===== src/rtl/tt_ctrl_seq.sv =====
// Sequencer that converts a "select design N" request into the mux controller's pin sequence.
// Optional `TT_CTRL_SEQ_RELATIVE_EN`: if the counter can count up to the target, skip its reset and issue only the extra pulses.
module tt_ctrl_seq #(
    parameter int ADDR_W        = 10,
    parameter int GUARD_CYCLES  = 1,
    parameter int RST_CYCLES    = 2,
    parameter int HALF_CYCLES   = 1,
    parameter int SETTLE_CYCLES = 4
) (
    input  logic              clk,
    input  logic              rst,
    input  logic              req_valid,
    input  logic [ADDR_W-1:0] req_addr,
    output logic              req_ready,
    output logic              busy,
    output logic [ADDR_W-1:0] sel_cur,
    output logic              ctrl_sel_rst_n,
    output logic              ctrl_sel_inc,
    output logic              ctrl_ena
);

    localparam logic [2:0] S_IDLE   = 3'd0;
    localparam logic [2:0] S_DIS    = 3'd1;
    localparam logic [2:0] S_RST    = 3'd2;
    localparam logic [2:0] S_INC_HI = 3'd3;
    localparam logic [2:0] S_INC_LO = 3'd4;
    localparam logic [2:0] S_SETTLE = 3'd5;
    localparam logic [2:0] S_ACTIVE = 3'd6;

    localparam int CNT_W = 16;
    localparam logic [CNT_W-1:0] GUARD_LAST  = CNT_W'(GUARD_CYCLES - 1);
    localparam logic [CNT_W-1:0] RST_LAST    = CNT_W'(RST_CYCLES - 1);
    localparam logic [CNT_W-1:0] HALF_LAST   = CNT_W'(HALF_CYCLES - 1);
    localparam logic [CNT_W-1:0] SETTLE_LAST = CNT_W'(SETTLE_CYCLES - 1);

    logic [2:0]        state;
    logic [CNT_W-1:0]  cnt;
    logic [ADDR_W-1:0] target;

    // Outputs are registered alongside the state so they change exactly on state entry.
    always_ff @(posedge clk) begin
        if (rst) begin
            state          <= S_IDLE;
            cnt            <= '0;
            sel_cur        <= '0;
            ctrl_sel_rst_n <= 1'b0;
            ctrl_sel_inc   <= 1'b0;
            ctrl_ena       <= 1'b0;
            busy           <= 1'b0;
            req_ready      <= 1'b1;
        end else begin
            case (state)
                S_IDLE, S_ACTIVE: begin
                    if (req_valid) begin
                        target    <= req_addr;
                        state     <= S_DIS;
                        cnt       <= '0;
                        ctrl_ena  <= 1'b0;
                        busy      <= 1'b1;
                        req_ready <= 1'b0;
                    end
                end
                S_DIS: begin
                    if (cnt == GUARD_LAST) begin
                        cnt <= '0;
`ifdef TT_CTRL_SEQ_RELATIVE_EN
                        // Counting up is only safe when the counter is out of reset and not past the target.
                        if (ctrl_sel_rst_n && (target >= sel_cur)) begin
                            if (target == sel_cur) begin
                                state <= S_SETTLE;
                            end else begin
                                state        <= S_INC_HI;
                                ctrl_sel_inc <= 1'b1;
                                sel_cur      <= sel_cur + 1'b1;
                            end
                        end else begin
                            state          <= S_RST;
                            ctrl_sel_rst_n <= 1'b0;
                            sel_cur        <= '0;
                        end
`else
                        state          <= S_RST;
                        ctrl_sel_rst_n <= 1'b0;
                        sel_cur        <= '0;
`endif
                    end else begin
                        cnt <= cnt + 1'b1;
                    end
                end
                S_RST: begin
                    if (cnt == RST_LAST) begin
                        cnt            <= '0;
                        ctrl_sel_rst_n <= 1'b1;
                        if (target != '0) begin
                            state        <= S_INC_HI;
                            ctrl_sel_inc <= 1'b1;
                            sel_cur      <= sel_cur + 1'b1;
                        end else begin
                            state <= S_SETTLE;
                        end
                    end else begin
                        cnt <= cnt + 1'b1;
                    end
                end
                S_INC_HI: begin
                    if (cnt == HALF_LAST) begin
                        cnt          <= '0;
                        ctrl_sel_inc <= 1'b0;
                        state        <= S_INC_LO;
                    end else begin
                        cnt <= cnt + 1'b1;
                    end
                end
                S_INC_LO: begin
                    if (cnt == HALF_LAST) begin
                        cnt <= '0;
                        if (sel_cur != target) begin
                            state        <= S_INC_HI;
                            ctrl_sel_inc <= 1'b1;
                            sel_cur      <= sel_cur + 1'b1;
                        end else begin
                            state <= S_SETTLE;
                        end
                    end else begin
                        cnt <= cnt + 1'b1;
                    end
                end
                S_SETTLE: begin
                    if (cnt == SETTLE_LAST) begin
                        cnt       <= '0;
                        state     <= S_ACTIVE;
                        ctrl_ena  <= 1'b1;
                        busy      <= 1'b0;
                        req_ready <= 1'b1;
                    end else begin
                        cnt <= cnt + 1'b1;
                    end
                end
                default: begin
                    state <= S_IDLE;
                    cnt   <= '0;
                end
            endcase
        end
    end

endmodule

===== config.mk =====
export PLATFORM = sky130hd
export DESIGN_NAME = tt_ctrl_seq
export DESIGN_NICKNAME = d
export VERILOG_FILES = /design/src/rtl/tt_ctrl_seq.sv
export SDC_FILE = /design/constraint.sdc
export NUM_CORES = 1
export LEC_CHECK = 0
export ABC_AREA = 1
export BUFFER_PORTS_ARGS = -buffer_cell sky130_fd_sc_hd__buf_2
export CORE_MARGIN = 5
export CORE_UTILIZATION = 40
export DETAILED_ROUTE_END_ITERATION = 12
export SLEW_MARGIN = 20
export SYNTH_ARGS = -nofsm -noshare
export SYNTH_HDL_FRONTEND = slang
export SYNTH_SLANG_ARGS = --single-unit

===== constraint.sdc =====
create_clock -name clk -period 5.9 [get_ports clk]
set_clock_uncertainty 0.1 [all_clocks]
set_input_delay 0.885 -clock clk [delete_from_list [all_inputs] [get_ports clk]]
set_output_delay 0.885 -clock clk [all_outputs]
set_load 0.005 [all_outputs]

======== Yosys cells after proc, flatten, opt, wreduce, memory -nomap -nowiden ========
Cells that the tools add are included.
Widths: inputs -> output; s select.
operators by class
  add/sub/neg operators ................... 2
  equal/unequal tests ..................... 17
  multiplexer cells ....................... 34
  bitwise gates (word level) .............. 1
  reduce and logical (&&, ||, !) cells .... 15
operators with widths
  cell                   number
  $mux 16                4
  $pmux 16 s4            1
  $mux 10                5
  $pmux 10 s3            1
  $mux 3                 8
  $pmux 3 s6             1
  $reduce_and 6->1       3
  $add 16x1->16 const B  1
  $eq 16x1->1 const B    1
  $eq 16x2->1 const B    1
  $logic_not 16->1       1
  $ne 2x2->1 const B     8
  $add 10x1->10 const B  1
  $mux 1                 10
  $ne 10x10->1           1
  $reduce_bool 10->1     1
  $eq 3x3->1 const B     3
  $reduce_and 3->1       3
  $eq 3x2->1 const B     2
  $pmux 1 s2             3
  $reduce_bool 3->1      2
  $reduce_bool 2->1      2
  $eq 3x1->1 const B     1
  $logic_not 3->1        1
  4 further kinds        4
storage, ports and cells
  register bits after elaboration ......... 44
  input port bits ......................... 13
  output and inout port bits .............. 15

======== Longest topological paths before layout ========
  depth after elaboration ................. 4
  depth in mapped cells ................... 14

======== Least setup slack after synthesis ========
OpenSTA, ideal clock, no wires.
  path type ............................... in2reg
  from .................................... input rst
  to ...................................... register target[0] (enable)
  data arrival time ....................... 1.761 ns
  path slack .............................. 3.663 ns
  stages on the path ...................... 3
  cells stage by stage .................... clkbuf_1 > clkbuf_1 > nor2_1
on the way
  word-level cells in the longest chain between the ends .. 2
ends and longest elaborated chain
  item                               RTL line  text
  start: declaration                 11        input logic rst,
  $not 1->1 (no source line)         -
  $reduce_and 3->1 (no source line)  -
  end signal: assignment             55        target <= req_addr;
  end: declaration                   38        logic [ADDR_W-1:0] target;
Every way passes these cells.
A chain may end at the register's enable or synchronous reset.

======== Final worst setup path ========
  from .................................... register state[0]
  to ...................................... register target[7] (enable)
on the way
  word-level cells in the longest chain between the ends .. 3
  elaborated cells on any way between the ends .. 4
ends and longest elaborated chain
  item                                                  RTL line  text
  start: declaration                                    36        logic [2:0] state;
  start signal: assignment                              43        state <= S_IDLE;
  start signal: assignment                              56        state <= S_DIS;
  start signal: assignment                              82        state <= S_RST;
  $eq 3x3->1 / $logic_not 3->1 (equally long branches)  52        case (state)
  $reduce_or 2->1 (*)                                   52
  $reduce_and 3->1 (no source line) (*)                 -
Every way passes the cells marked *; elsewhere a longest branch is shown, timed or not.

==> qor.yml <==
status: "complete, no violations"
post_cts_resized: 0
worst_pin_slew_ps: 917
crit_top_cell: "nand2_1"
p_int_mw: 0.675
cts_max_level: 2
dieHeight_um: 90.2
core_sq_um: 6310
antenna_cells: 0
synth_cell_types: 35
crit_fanout: 10
wl_um: 5730
hpwl_um: 4340
rsz0062_at_grt: "false"
power_frac_comb: 0.390
ant_nets: 0
grt_pass1_wl_um: 9730
peakVddDrop_mv: 0.215
dr.pass1.iters: 4
port_buffers: 27
grt_pass1_vias: 2031
num_vias: 2314
cp.arrival_ps: 2400
layout-drive-gt1-share: 0.168
crit_path_top_delay_cell: "nor2_1"
grt_usage: 0.144
final_nets: 415
antenna_found_initial: 0
yosysWarnings: 0
max_freq_mhz: 389
slew_violations: 0
vias_per_cell: 4.86
dp.cells: 468
synthCells: 370
end_kind: "register"
cts-buffers-inserted: 5
layout_commonest_cell: "nand2_1"
slew_headroom: 0.386
cts_tree: "done"
die-area_sq_um: 8140
area_growth_pct: 12.4
gp_congestion: 0.819
fin_crit_ps: 2570
min_path_type: "register to register"
io_pins: 28
wl_per_cell_um: 12.0
setup_violations: 0
drc: 0
drtIter0Drc: 108
critPathLaunchType: "register"
power.density_nw_per_um2: 388
grt_max_degree: 22
power.leakage_nw: 1.26
initial_core_util: 0.408
power_mw: 1.12
clockBufferDepth: 2
power.switching_mw: 0.447
row_count: 29
clk_latency_ps: 300
cp.required_ps: 5730
clk_pin_slew_worst_paths_ps: 90
overflow: 0
finalSetupTns_ps: 0
maxCapViolations: 0
cts_setup_buffers: 0
die_x_um: 90.2
seqPwrFrac: 0.364
syn_area_per_cell_sq_um: 6.96
path_cells: "inv_2 -> nand2_1 -> nand2_1 -> nand2_2 -> nor2_4 -> inv_6 -> nand2_4 -> a21oi_2 -> nand2_1 -> nor2_1"
hold_buffers: 0
cts_sinks: 44
ys_seq_elements: 44
synth_nets: 387
critPathKind: "register to register"
yosysSeqAreaShare: 0.381
pwr-share-clk: 0.246
final_cell_mix: "102 x nand2_1, 58 x nor2_1, 43 x inv_1, 34 x dfxtp_1, 27 x buf_2"
root_buffer: "clkbuf_8"
final_core_util: 0.458
cp_slowest_stage_delay_ps: 710
period_share: 0.435
syn-cell-area_sq_um: 2570
swShare: 0.398
stdcell_count: 476
hold_viol: 0
-- per-stage QoR --
stage | setup WS (ps) | hold slack, ps | instance area (sq um)
after detailed placement | 3140 | 352 | 2760
after floorplan | 3660 | 353 | 2570
after global placement | 3240 | 360 | 2760
after global routing | 3150 | 400 | 2890
final | 3330 | 373 | 2890
after CTS | 3280 | 374 | 2890
-- cells by family (layout without fill, tap and decap cells) --
group,Yosys count,in the layout,share of synthesized area
flip-flops,44,44,0.381
AO/OA/AOI/OAI,36,36,0.0827
AND/OR/NAND/NOR,223,223,0.401
buffers and inverters,56,85,0.0924
XOR/XNOR,7,7,0.0238
adder cells (fa/ha/maj),4,4,0.0194
-- worst max-delay path, delay by kind of cell, from the launching register on --
family,cells,cell delay (ps)
AO/OA/AOI/OAI,1,170
buffers and inverters,2,210
flip-flops,1,490
AND/OR/NAND/NOR,7,1230
-- state kept, by name, summed over array words and instances, names as in the netlist --
name and count:
ctrl_ena 1, ctrl_sel_rst_n 1, cnt 16, sel_cur 10, req_ready 1, busy 1, target 10, state 3
ctrl_sel_inc 1
-- synthesized netlist by cell type --
cell type | n | area [sq um]
nand2_1 | 102 | 383
nor2_1 | 58 | 218
inv_1 | 43 | 161
dfxtp_1 | 34 | 681
a21oi_1 | 16 | 80.1
nand3_1 | 16 | 80.1
nand4_1 | 14 | 87.6
edfxtp_1 | 10 | 300
o21ai_0 | 10 | 50.1
inv_2 | 6 | 22.5
nor3_1 | 6 | 30.0
nand2_2 | 5 | 31.3
nor2_2 | 5 | 31.3
nor2_4 | 5 | 56.3
ha_1 | 4 | 50.1
xnor2_1 | 4 | 35.0
nand3_2 | 3 | 30.0
nor4_1 | 3 | 18.8
xor2_1 | 3 | 26.3
a21oi_2 | 2 | 17.5
buf_4 | 2 | 15.0
buf_6 | 2 | 22.5
clkbuf_1 | 2 | 7.51
nand2_4 | 2 | 22.5
o211a_1 | 2 | 20.0
o21bai_1 | 2 | 15.0
a211oi_1 | 1 | 7.51
a22oi_1 | 1 | 7.51
inv_6 | 1 | 8.76
nor3_4 | 1 | 16.3
nor3b_1 | 1 | 7.51
nor3b_2 | 1 | 12.5
o21ai_2 | 1 | 8.76
o22ai_1 | 1 | 6.26
or2_2 | 1 | 6.26
-- layout make-up --
cell class	count	area [sq um]
clock buffer	6	72.6
clock inverter	2	60.1
fill	660	3420
inverter	50	193
multi-input combinational	270	1360
sequential	44	981
tap	77	96.3
timing repair buffer	27	135
-- power groups by stage --
stage / registers [mW] / logic [mW] / clock network, mW
4_1_cts: 0.410 / 0.441 / 0.282
5_1_grt: 0.417 / 0.504 / 0.298
2_1_floorplan: 0.403 / 0.370 / 0
6_report: 0.409 / 0.438 / 0.276
3_3_place_gp: 0.416 / 0.434 / 0
3_5_place_dp: 0.417 / 0.439 / 0
-- layer usage --
layer	vias up	track usage	routed length, um
li1	1240	-	-
met1	1025	0.211	2870
met2	45	0.213	2510
met3	4	0.0351	298
met4	0	0.0298	43
met5	-	0	0
-- final timing paths --
kind                           from                      to  slack, ps  depth (start not counted)
max reg2reg   state[0]$_SDFFE_PP0P_     target[7]$_DFFE_PP_       3330                         10
max           state[0]$_SDFFE_PP0P_     target[7]$_DFFE_PP_       3330                         10
min reg2reg  req_ready$_SDFFE_PP1P_  req_ready$_SDFFE_PP1P_        370                          2
min          req_ready$_SDFFE_PP1P_  req_ready$_SDFFE_PP1P_        370                          2
(Power assumes the default switching activity.)
